<file path="config.mk">
export PLATFORM = sky130hd
export DESIGN_NAME = btn_event_gen
export DESIGN_NICKNAME = d
export VERILOG_FILES = /design/src/rtl/btn_event_gen.sv
export SDC_FILE = /design/constraint.sdc
export NUM_CORES = 1
export LEC_CHECK = 0
export BUFFER_PORTS_ARGS = -buffer_cell sky130_fd_sc_hd__buf_2
export CAP_MARGIN = 20
export CORE_MARGIN = 2
export CORE_UTILIZATION = 55
export DETAILED_ROUTE_END_ITERATION = 10
export PLACE_DENSITY = 0.74
export SETUP_SLACK_MARGIN = 0.2
export SLEW_MARGIN = 5
export SYNTH_ARGS = -nofsm -noshare
export SYNTH_HDL_FRONTEND = slang
export SYNTH_SLANG_ARGS = --single-unit
</file>
<file path="constraint.sdc">
create_clock -name i_clk -period 2.5 [get_ports i_clk]
set_clock_uncertainty 0.2 [all_clocks]
set_input_delay 0.25 -clock i_clk [delete_from_list [all_inputs] [get_ports i_clk]]
set_output_delay 0.25 -clock i_clk [all_outputs]
set_load 0.01 [all_outputs]
</file>
<file path="src/rtl/btn_event_gen.sv">
// Button event generator: turns a debounced, synchronous button level into
// press / tap / long / repeat / release events plus a running press count.
//
// state     | meaning
// ----------+--------------------------------------------------------------
// S_IDLE    | button up, waiting for an accepted press
// S_PRESS   | button down, counting towards the long-press threshold
// S_LONG    | long press declared, o_held high, auto-repeat running
// S_WAIT_REL| button seen down without an accepted press; wait for release
module btn_event_gen #(
  parameter int unsigned      CNT_W         = 26,
  parameter logic [CNT_W-1:0] LONG_CYCLES   = 26'd25_000_000,
  parameter logic [CNT_W-1:0] REPEAT_CYCLES = 26'd5_000_000
) (
  input  logic       i_clk,
  input  logic       i_rst,
  input  logic       i_btn_state,
  input  logic       i_enable,
  output logic       o_press,
  output logic       o_tap,
  output logic       o_long,
  output logic       o_held,
  output logic       o_repeat,
  output logic       o_release,
  output logic [7:0] o_press_count
);

  typedef enum logic [1:0] {
    S_IDLE     = 2'd0,
    S_PRESS    = 2'd1,
    S_LONG     = 2'd2,
    S_WAIT_REL = 2'd3
  } state_t;

  // Terminal counts; REPEAT_LAST is unused when repeat is disabled.
  localparam logic [CNT_W-1:0] LONG_LAST   = LONG_CYCLES - CNT_W'(1);
  localparam logic [CNT_W-1:0] REPEAT_LAST = REPEAT_CYCLES - CNT_W'(1);
  localparam logic             REPEAT_EN   = (REPEAT_CYCLES != '0);

  state_t           state, state_nxt;
  logic [CNT_W-1:0] cnt, cnt_nxt;
  logic             press_nxt, tap_nxt, long_nxt, held_nxt, repeat_nxt, release_nxt;
  logic [7:0]       count_nxt;

  // State, hold counter and all outputs are registered together.
  always_ff @(posedge i_clk or posedge i_rst) begin
    if (i_rst) begin
      state         <= S_IDLE;
      cnt           <= '0;
      o_press       <= 1'b0;
      o_tap         <= 1'b0;
      o_long        <= 1'b0;
      o_held        <= 1'b0;
      o_repeat      <= 1'b0;
      o_release     <= 1'b0;
      o_press_count <= 8'd0;
    end else begin
      state         <= state_nxt;
      cnt           <= cnt_nxt;
      o_press       <= press_nxt;
      o_tap         <= tap_nxt;
      o_long        <= long_nxt;
      o_held        <= held_nxt;
      o_repeat      <= repeat_nxt;
      o_release     <= release_nxt;
      o_press_count <= count_nxt;
    end
  end

  // Next-state and next-output decision; enable has priority over everything.
  always_comb begin
    state_nxt   = state;
    cnt_nxt     = cnt;
    press_nxt   = 1'b0;
    tap_nxt     = 1'b0;
    long_nxt    = 1'b0;
    repeat_nxt  = 1'b0;
    release_nxt = 1'b0;
    held_nxt    = o_held;
    count_nxt   = o_press_count;

    if (!i_enable) begin
      // A button already down when enable returns must not count as a press.
      held_nxt  = 1'b0;
      cnt_nxt   = '0;
      state_nxt = i_btn_state ? S_WAIT_REL : S_IDLE;
    end else begin
      case (state)
        S_IDLE: begin
          held_nxt = 1'b0;
          if (i_btn_state) begin
            state_nxt = S_PRESS;
            cnt_nxt   = '0;
            press_nxt = 1'b1;
            count_nxt = o_press_count + 8'd1;
          end
        end
        S_PRESS: begin
          if (!i_btn_state) begin
            // Release wins over reaching the threshold on the same edge.
            tap_nxt     = 1'b1;
            release_nxt = 1'b1;
            cnt_nxt     = '0;
            state_nxt   = S_IDLE;
          end else if (cnt == LONG_LAST) begin
            long_nxt  = 1'b1;
            held_nxt  = 1'b1;
            cnt_nxt   = '0;
            state_nxt = S_LONG;
          end else begin
            cnt_nxt = cnt + 1'b1;
          end
        end
        S_LONG: begin
          if (!i_btn_state) begin
            release_nxt = 1'b1;
            held_nxt    = 1'b0;
            cnt_nxt     = '0;
            state_nxt   = S_IDLE;
          end else if (!REPEAT_EN) begin
            cnt_nxt = '0;
          end else if (cnt == REPEAT_LAST) begin
            repeat_nxt = 1'b1;
            cnt_nxt    = '0;
          end else begin
            cnt_nxt = cnt + 1'b1;
          end
        end
        S_WAIT_REL: begin
          held_nxt = 1'b0;
          if (!i_btn_state) state_nxt = S_IDLE;
        end
        default: begin
          state_nxt = S_IDLE;
          cnt_nxt   = '0;
          held_nxt  = 1'b0;
        end
      endcase
    end
  end

endmodule

</file>
==> impl_metrics.yaml, run 1 <==
synth:
  synth_edf_count: 0
  post-synth-top-count-cell: "dfrtp_1"
  yosys-top-cells-area: "dfrtp_1, nand2_1, xnor2_1"
  netlist_area_um2: 2481
  synth-seq-area-share: 0.4236
  ys_ff_latch: 42
  syn_inst: 272
  ys_warn_count: 0
  syn_avg_cell_area_um2: 9.122
  async_reset_ff_frac: 1.000
  ys.flop_type: "dfrtp_1"
  yosys.area.top_type_share: 0.4236
  synth_common_cells: "dfrtp_1, nand2_1, inv_1"
  yosysTopAreaCell: "dfrtp_1"
  synth_nets: 283
  ys_types: 46
cts:
  cts_buffers: 5
  path_clk_slew_ns: 0.09
  cts_root_buffer: "clkbuf_8"
  htreeDepth: 2
  clock_latency_ns: 0.30
  cts_tree: "done"
  numClockSinks: 42
  clockBufferDepth: 2
min_path:
  worstHoldStart: "i_enable"
  min_to: "o_repeat"
  holdPathStages: 3
  hp-class: "primary input to flop"
finish:
  largest_reg_flops: 26
  fill_cells: 330
  top_regs: "cnt (26), o_press_count (8), state (2)"
  drive_gt1_frac: 0.2587
  regMostFlops: "cnt"
  final_cells: 369
  fin_nets: 327
  final_area_um2: 3042
  area_growth_pct: 22.59
  antenna_cells: 0
sta:
  fin_tns_setup_ns: 0
  finalSetupViolCount: 0
  setup_ws_ns: 0.1879
  finalHoldViolations: 0
  worstMarginPinSlew_ns: 0.5428
  finalCriticalPeriod_ns: 2.312
  rsz0062_at_grt: "yes"
  slew_headroom: 0.6382
  finalCritPeriodShare: 0.9248
  fmax_mhz: 432.5
  maxSlewViolCount: 0
power_and_ir_drop:
  clkPwrFrac: 0.317
  intPower_mw: 1.395
  max-vdd-ir-drop_uv: 277.6
  power_leakage_nw: 1.339
  p_sw_frac: 0.3148
  power.switching_mw: 0.6409
  power.density_nw_per_um2: 669.4
  combPwrFrac: 0.289
  power.share.sequential: 0.393
critical_path:
  r2r_cells: 6
  critPathKind: "flop to flop"
  cp-end-kind: "flop"
  cpMostUsedCell: "or3_4"
  reg2reg_setup_slack_ns: 0.19
  r2r_start: "cnt[10]"
  cp.arrival_ns: 2.31
  crit_chain: "buf_4, nand4_1, or3_4, or3_4, or3_4, o211ai_1"
  reg2reg_to: "cnt[20]"
  slowest_stage: "or3_4"
  crit_family: "simple AND/OR/NAND/NOR gates"
  worstPathMaxFanout: 7
  cp.required_ns: 2.50
  startpoint_type: "flop"
  cpPeakStageDelay_ns: 0.41
  critPathBufInv: 1
routing:
  drtIter0Drc: 89
  dr.pass1.iters: 4
  route.detailed.drc: 0
  wirelength_um: 6270
  num_vias: 2297
  wl_per_cell_um: 16.99
  final_antenna_net_count: 0
  vias_per_cell: 6.225
placed_design:
  gp_congestion: 0.9170
  dp.cells: 351
  dpl.hpwl_um: 4063
  dpl-instance-area_um2: 2736
  dp_slack_ns: 0.1570
  portBuffers: 17
global_route:
  track_usage: 0.2552
  grt_pass1_vias: 2160
  grt-ovfl-total: 0
  grt_max_degree: 43
  grt_pass1_wl_um: 10310
  antenna_found_initial: 0
floorplanning:
  rows: 24
  start_util: 0.5698
  dieHeight_um: 71.17
  dieArea_um2: 5064
  core_um2: 4354
  num_io_pins: 18
  die_w_um: 71.17
run:
  maxCapViolCount: 0
run_status:
  status: "finished clean"
kinds of logic after synthesis:
group	Yosys count	synth area share
AO/OA/AOI/OAI	60	0.1589
adder cells (fa/ha/maj)	7	0.03530
AND/OR/NAND/NOR	113	0.2521
flip-flops	42	0.4236
buffers and inverters	31	0.06051
multiplexers	4	0.01664
XOR/XNOR	15	0.05295
how the worst max path moves through the flow:
stage,depth (start not counted),to,slack [ns],startpoint
after floorplan,7,cnt[15],0.22,cnt[10]
after global placement,6,cnt[20],0.20,cnt[0]
after detailed placement,6,cnt[23],0.16,cnt[7]
after CTS,6,cnt[20],0.21,cnt[1]
after global routing,6,cnt[20],0.14,cnt[10]
final,6,cnt[20],0.19,cnt[10]
power groups by stage:
stage / logic, mW / clock network (mW) / registers [mW]
6_report: 0.589 / 0.646 / 0.801
5_1_grt: 0.648 / 0.683 / 0.813
4_1_cts: 0.553 / 0.653 / 0.806
3_5_place_dp: 0.534 / 0 / 0.819
3_3_place_gp: 0.521 / 0 / 0.813
2_1_floorplan: 0.314 / 0 / 0.832
placed cells by master (no fill, tap or decap), drive strengths merged, types with 2 or more instances in the layout:
cell	Yosys	routed
buf	7	53
dfrtp	42	42
nand2	35	35
o21ai	15	15
inv	14	14
nand4	12	12
nor4	12	12
xnor2	11	11
o211ai	11	11
and3	9	9
nor2	9	9
nand3	9	9
a21oi	8	8
o22ai	7	7
nor3	7	7
ha	7	7
clkbuf	10	5
or3	5	5
a31oi	5	5
nor2b	4	4
xor2	4	4
and4	4	4
mux2i	3	3
o21a	3	3
nor4b	2	2
a211oi	2	2
bufinv	0	2
layout make-up:
type	instances	area, um2	share of cell area
inverter	14	52.55	0.01728
multi-input combinational	199	1369	0.4500
clock buffer	5	68.82	0.02262
tap	52	65.06	0.02139
clock inverter	3	68.82	0.02262
sequential	42	1052	0.3459
timing repair buffer	54	365.4	0.1201
through the flow:
stage | util | hold slack [ns] | power [mW]
floorplan | - | 0.2835 | 1.146
global placement | 0.6284 | 0.2133 | 1.334
detailed placement | 0.6284 | 0.2185 | 1.353
CTS | 0.6741 | 0.08268 | 2.013
global route | 0.6986 | 0.1005 | 2.144
finish | 0.6986 | 0.08527 | 2.036
metal layers:
metal	GRT usage	share of wire	up-vias
met4	0.1090	0.019	0
met1	0.3438	0.44	1105
met3	0.03419	0.052	13
met2	0.4136	0.49	87
met5	0	0	-
li1	-	-	1092
repair_timing:
item / 4_1_cts / 5_1_grt
pin swaps: 1 / 7
hold buffers: 1 / 0
hold endpoints to repair: 42 / 0
buffers inserted: 2 / 7
setup endpoints to repair: 5 / 29
gates resized for setup: 6 / 12
tightest hold or removal path, cell delays in order:
cell and delay, ns:
buf_2 0.17, nand3_1 0.09, nor2_1 0.04
Note: power is estimated with default switching activity, not from simulation.
==> inputs of run 2 (changes only) <==
--- a/config.mk
+++ b/config.mk
@@ -8,9 +8,8 @@
 export BUFFER_PORTS_ARGS = -buffer_cell sky130_fd_sc_hd__buf_2
 export CAP_MARGIN = 20
 export CORE_MARGIN = 2
-export CORE_UTILIZATION = 55
+export CORE_UTILIZATION = 45
 export DETAILED_ROUTE_END_ITERATION = 10
-export PLACE_DENSITY = 0.74
 export SETUP_SLACK_MARGIN = 0.2
 export SLEW_MARGIN = 5
 export SYNTH_ARGS = -nofsm -noshare
==> impl_metrics.yaml, run 2 (synthesis gave the netlist of run 1 again) <==
run:
  maxCapViolCount: 0
critical_path:
  worstPathMaxFanout: 3
  startpoint_type: "flop"
  cp.required_ns: 2.49
  cp-end-kind: "flop"
  crit_chain: "or4b_4, nor4_4, buf_4, buf_6, a31oi_4, o41a_1, mux2i_1"
  slowest_stage: "or4b_4"
  cp.arrival_ns: 2.33
  cpPeakStageDelay_ns: 0.55
  critPathKind: "flop to flop"
  r2r_cells: 7
routing:
  drtIter0Drc: 141
  wirelength_um: 6321
  num_vias: 2239
  vias_per_cell: 5.712
  final_antenna_net_count: 0
  dr.pass1.iters: 4
  route.detailed.drc: 0
  wl_per_cell_um: 16.13
global_route:
  track_usage: 0.2103
  grt_max_degree: 43
  use_met1: 0.2945
  grt-ovfl-total: 0
  grt_pass1_vias: 2000
  gr-max-usage-layer: "met2"
  antenna_found_initial: 0
  grt_pass1_wl_um: 10120
  grt.met3_usage: 0.03448
  grtUsageMet2: 0.3466
finish:
  final_common_cell: "dfrtp_1"
  antenna_cells: 0
  fin_nets: 330
  top_regs: "cnt (26), o_press_count (8), state (2)"
  final_area_um2: 3126
  final_util: 0.5782
  largest_reg_flops: 26
  regMostFlops: "cnt"
  drive_gt1_frac: 0.2625
  area_growth_pct: 25.97
  most-common-layout-cells: "dfrtp_1, nand2_1, buf_4"
  fill_cells: 476
cts:
  path_clk_slew_ns: 0.09
  clockBufferDepth: 2
  cts_root_buffer: "clkbuf_8"
  cts_tree: "done"
  htreeDepth: 2
  clock_latency_ns: 0.30
  numClockSinks: 42
  cts_buffers: 5
placed_design:
  gp_congestion: 0.8928
  dp_slack_ns: 0.1386
  dpl-instance-area_um2: 2759
  dpl.hpwl_um: 4079
  portBuffers: 17
sta:
  finalCriticalPeriod_ns: 2.338
  worstMarginPinSlew_ns: 0.5386
  setup_ws_ns: 0.1623
  slew_headroom: 0.6409
  fmax_mhz: 427.8
  finalHoldViolations: 0
  rsz0062_at_grt: "yes"
  finalSetupViolCount: 0
  maxSlewViolCount: 0
  finalCritPeriodShare: 0.9351
  fin_tns_setup_ns: 0
floorplanning:
  dieHeight_um: 78.26
  num_io_pins: 18
  rows: 27
  core_um2: 5405
  die_w_um: 78.26
  start_util: 0.4590
  dieArea_um2: 6124
power_and_ir_drop:
  power.density_nw_per_um2: 593.5
  max-vdd-ir-drop_uv: 286.6
  power_leakage_nw: 1.353
min_path:
  holdPathStages: 3
  hp-class: "primary input to flop"
run_status:
  status: "finished clean"
==> run 2: layout make-up <==
class / count / area (um2) / share of cell area
Tap cell: 72 / 90.09 / 0.02882
Sequential cell: 42 / 1051 / 0.3363
Multi-Input combinational cell: 199 / 1404 / 0.4492
Timing Repair Buffer: 57 / 434.2 / 0.1389
Inverter: 14 / 52.55 / 0.01681
Clock inverter: 3 / 25.02 / 0.008006
Clock buffer: 5 / 68.82 / 0.02202
==> run 2: where the power goes <==
group	switching (mW)	leakage [nW]	internal (mW)	total, mW
clock network	0.270	0.0447	0.202	0.472
logic	0.335	0.733	0.245	0.580
registers	0.0603	0.575	0.743	0.803
total	0.665	1.35	1.19	1.86
==> run 2: final timing paths <==
check | from | slack, ns | endpoint
hold reg to reg | o_press_count[7] | 0.27 | o_press_count[7]
hold / removal | i_enable | 0.07 | o_held
max in group asynchronous | i_rst | 1.33 | cnt[10]
setup reg to reg | cnt[10] | 0.16 | state[1]
setup / recovery | cnt[10] | 0.16 | state[1]
min in group asynchronous | i_rst | 0.41 | o_repeat
==> run 2: stage by stage <==
step / total power, mW / cells / hold slack [ns]
after floorplan: 1.146 / 272 / 0.2835
after global routing: 1.967 / 392 / 0.09531
after CTS: 1.837 / 380 / 0.06662
after global placement: 1.336 / 369 / 0.2161
final: 1.855 / 392 / 0.07137
after detailed placement: 1.343 / 369 / 0.2145
==> run 2: critical path: cells and delay by family, from the launching register on <==
kind / cells / cell delay [ns]
compound gates: 2 / 0.42
buf+inv: 2 / 0.30
flops: 1 / 0.39
mux: 1 / 0.14
simple gates: 2 / 0.76
==> run 2: timing repair <==
| action | in CTS | in global routing |
|---|---|---|
| hold buffers | 1 | 0 |
| resized for setup | 10 | 26 |
| buffers inserted | 1 | 10 |
| hold endpoints to repair | 42 | 0 |
| pin swaps | 2 | 7 |
| endpoints found under the setup margin | 8 | 29 |
| cloned | 1 | 2 |
==> run 2: metal layers <==
metal | vias to the layer above | wire [um]
met5 | - | 0
met4 | 0 | 74
met3 | 9 | 429
met2 | 72 | 3018
met1 | 1068 | 2798
li1 | 1090 | -
==> inputs of run 3 (changes only) <==
--- a/config.mk
+++ b/config.mk
@@ -10,6 +10,7 @@
 export CORE_MARGIN = 2
 export CORE_UTILIZATION = 45
 export DETAILED_ROUTE_END_ITERATION = 10
+export REMOVE_ABC_BUFFERS = 1
 export SETUP_SLACK_MARGIN = 0.2
 export SLEW_MARGIN = 5
 export SYNTH_ARGS = -nofsm -noshare
==> impl_metrics.yaml, run 3 (synthesis gave the netlist of run 1 again) <==
routing:
  wl_per_cell_um: 15.26
  drtIter0Drc: 109
  route.detailed.drc: 0
  final_antenna_net_count: 0
  wirelength_um: 5843
  vias_per_cell: 5.661
  num_vias: 2168
  dr.pass1.iters: 4
sta:
  slew_headroom: 0.7240
  worstMarginPinSlew_ns: 0.4102
  finalCritPeriodShare: 0.9429
  maxSlewViolCount: 0
  timing.hold.ws_ns: 0.05866
  finalCriticalPeriod_ns: 2.357
  setup_ws_ns: 0.1429
  fin_tns_setup_ns: 0
  rsz0062_at_grt: "yes"
  finalSetupViolCount: 0
  finalHoldViolations: 0
  fmax_mhz: 424.2
power_and_ir_drop:
  p_total_mw: 1.797
  power.density_nw_per_um2: 602.9
  max-vdd-ir-drop_uv: 293.3
  power_leakage_nw: 1.277
cts:
  numClockSinks: 42
  htreeDepth: 2
  clockBufferDepth: 2
  cts_root_buffer: "clkbuf_8"
  cts_buffers: 5
  clock_latency_ns: 0.30
  cts_tree: "done"
  path_clk_slew_ns: 0.09
critical_path:
  reg2reg_to: "cnt[13]"
  reg2reg_setup_slack_ns: 0.14
  critPathKind: "flop to flop"
  slowest_stage: "or4b_4"
  crit_family: "simple AND/OR/NAND/NOR gates"
  cpMostUsedCell: "buf_4"
  r2r_cells: 7
  r2r_start: "cnt[10]"
  cpPeakStageDelay_ns: 0.54
  worstPathMaxFanout: 12
  cp-end-kind: "flop"
  critPathBufInv: 2
  startpoint_type: "flop"
  cp.arrival_ns: 2.32
  crit_chain: "or4b_4, nor4_4, buf_4, a31oi_4, buf_4, o211ai_1, o311ai_0"
  cp.required_ns: 2.47
floorplanning:
  dieArea_um2: 6124
  rows: 27
  dieHeight_um: 78.26
  start_util: 0.4590
  num_io_pins: 18
  die_w_um: 78.26
  core_um2: 5405
finish:
  regMostFlops: "cnt"
  top_regs: "cnt (26), o_press_count (8), state (2)"
  area_growth_pct: 20.12
  most-common-layout-cells: "dfrtp_1, nand2_1, buf_4"
  fin_nets: 321
  largest_reg_flops: 26
  fill_cells: 488
  antenna_cells: 0
  drive_gt1_frac: 0.2283
  final_common_cell: "dfrtp_1"
  final_util: 0.5514
global_route:
  track_usage: 0.2085
  grt_max_degree: 22
  grt-ovfl-total: 0
  grt_pass1_wl_um: 10160
  antenna_found_initial: 0
  grt_pass1_vias: 2134
min_path:
  hp-class: "primary input to flop"
  worstHoldStart: "i_enable"
  holdPathStages: 3
  min_to: "o_held"
placed_design:
  portBuffers: 17
  gp_congestion: 0.8595
  dpl.hpwl_um: 4135
  dp_slack_ns: 0.1688
run:
  maxCapViolCount: 0
run_status:
  status: "finished clean"
run 3: layout make-up:
type	instances	area [um2]	share of cell area
multi-input cells	199	1360	0.4563
clock inverters	3	25.02	0.008396
clock buffers	5	68.82	0.02309
inverters	14	52.55	0.01763
repair buffers	48	332.8	0.1117
flip-flops and latches	42	1051	0.3526
well taps	72	90.09	0.03023
run 3: power by group:
part	switching (mW)	internal [mW]	leakage, nW
clock	0.264	0.202	0.0447
sequential	0.0598	0.743	0.575
combinational	0.313	0.216	0.658
run 3: repair_timing:
item	in CTS	in global routing
hold endpoints to repair	42	0
gates cloned	0	0
endpoints found under the setup margin	5	25
pin swaps	1	2
setup buffers	2	1
hold buffers	1	0
gates resized for setup	2	13
run 3: worst max-delay path by stage:
stage / start / end / cells after the start
2_1_floorplan: cnt[10] / cnt[13] / 5
3_3_place_gp: cnt[10] / cnt[23] / 6
3_5_place_dp: cnt[10] / cnt[23] / 6
4_1_cts: cnt[10] / cnt[23] / 6
5_1_grt: cnt[10] / cnt[24] / 6
6_report: cnt[10] / cnt[13] / 7
run 3: worst min-delay path, delay by kind of cell:
family,cells,cell delay [ns]
AOI/OAI and AO/OA,1,0.04
buffers and inverters,1,0.16
and+or+nand+nor,1,0.07
run 3: per-layer routing:
metal,routed length (um),part of all wire,track usage,vias up
li1,-,-,-,1078
met4,80,0.014,0.05614,0
met1,2806,0.48,0.2878,1041
met3,208,0.036,0.04023,7
met5,0,0,0,-
met2,2747,0.47,0.3362,42
run 3: through the flow:
| step | instances | instance area (um2) |
|---|---|---|
| floorplan | 255 | 2384 |
| global placement | 371 | 2774 |
| detailed placement | 371 | 2774 |
| CTS | 382 | 2904 |
| global route | 383 | 2980 |
| finish | 383 | 2980 |
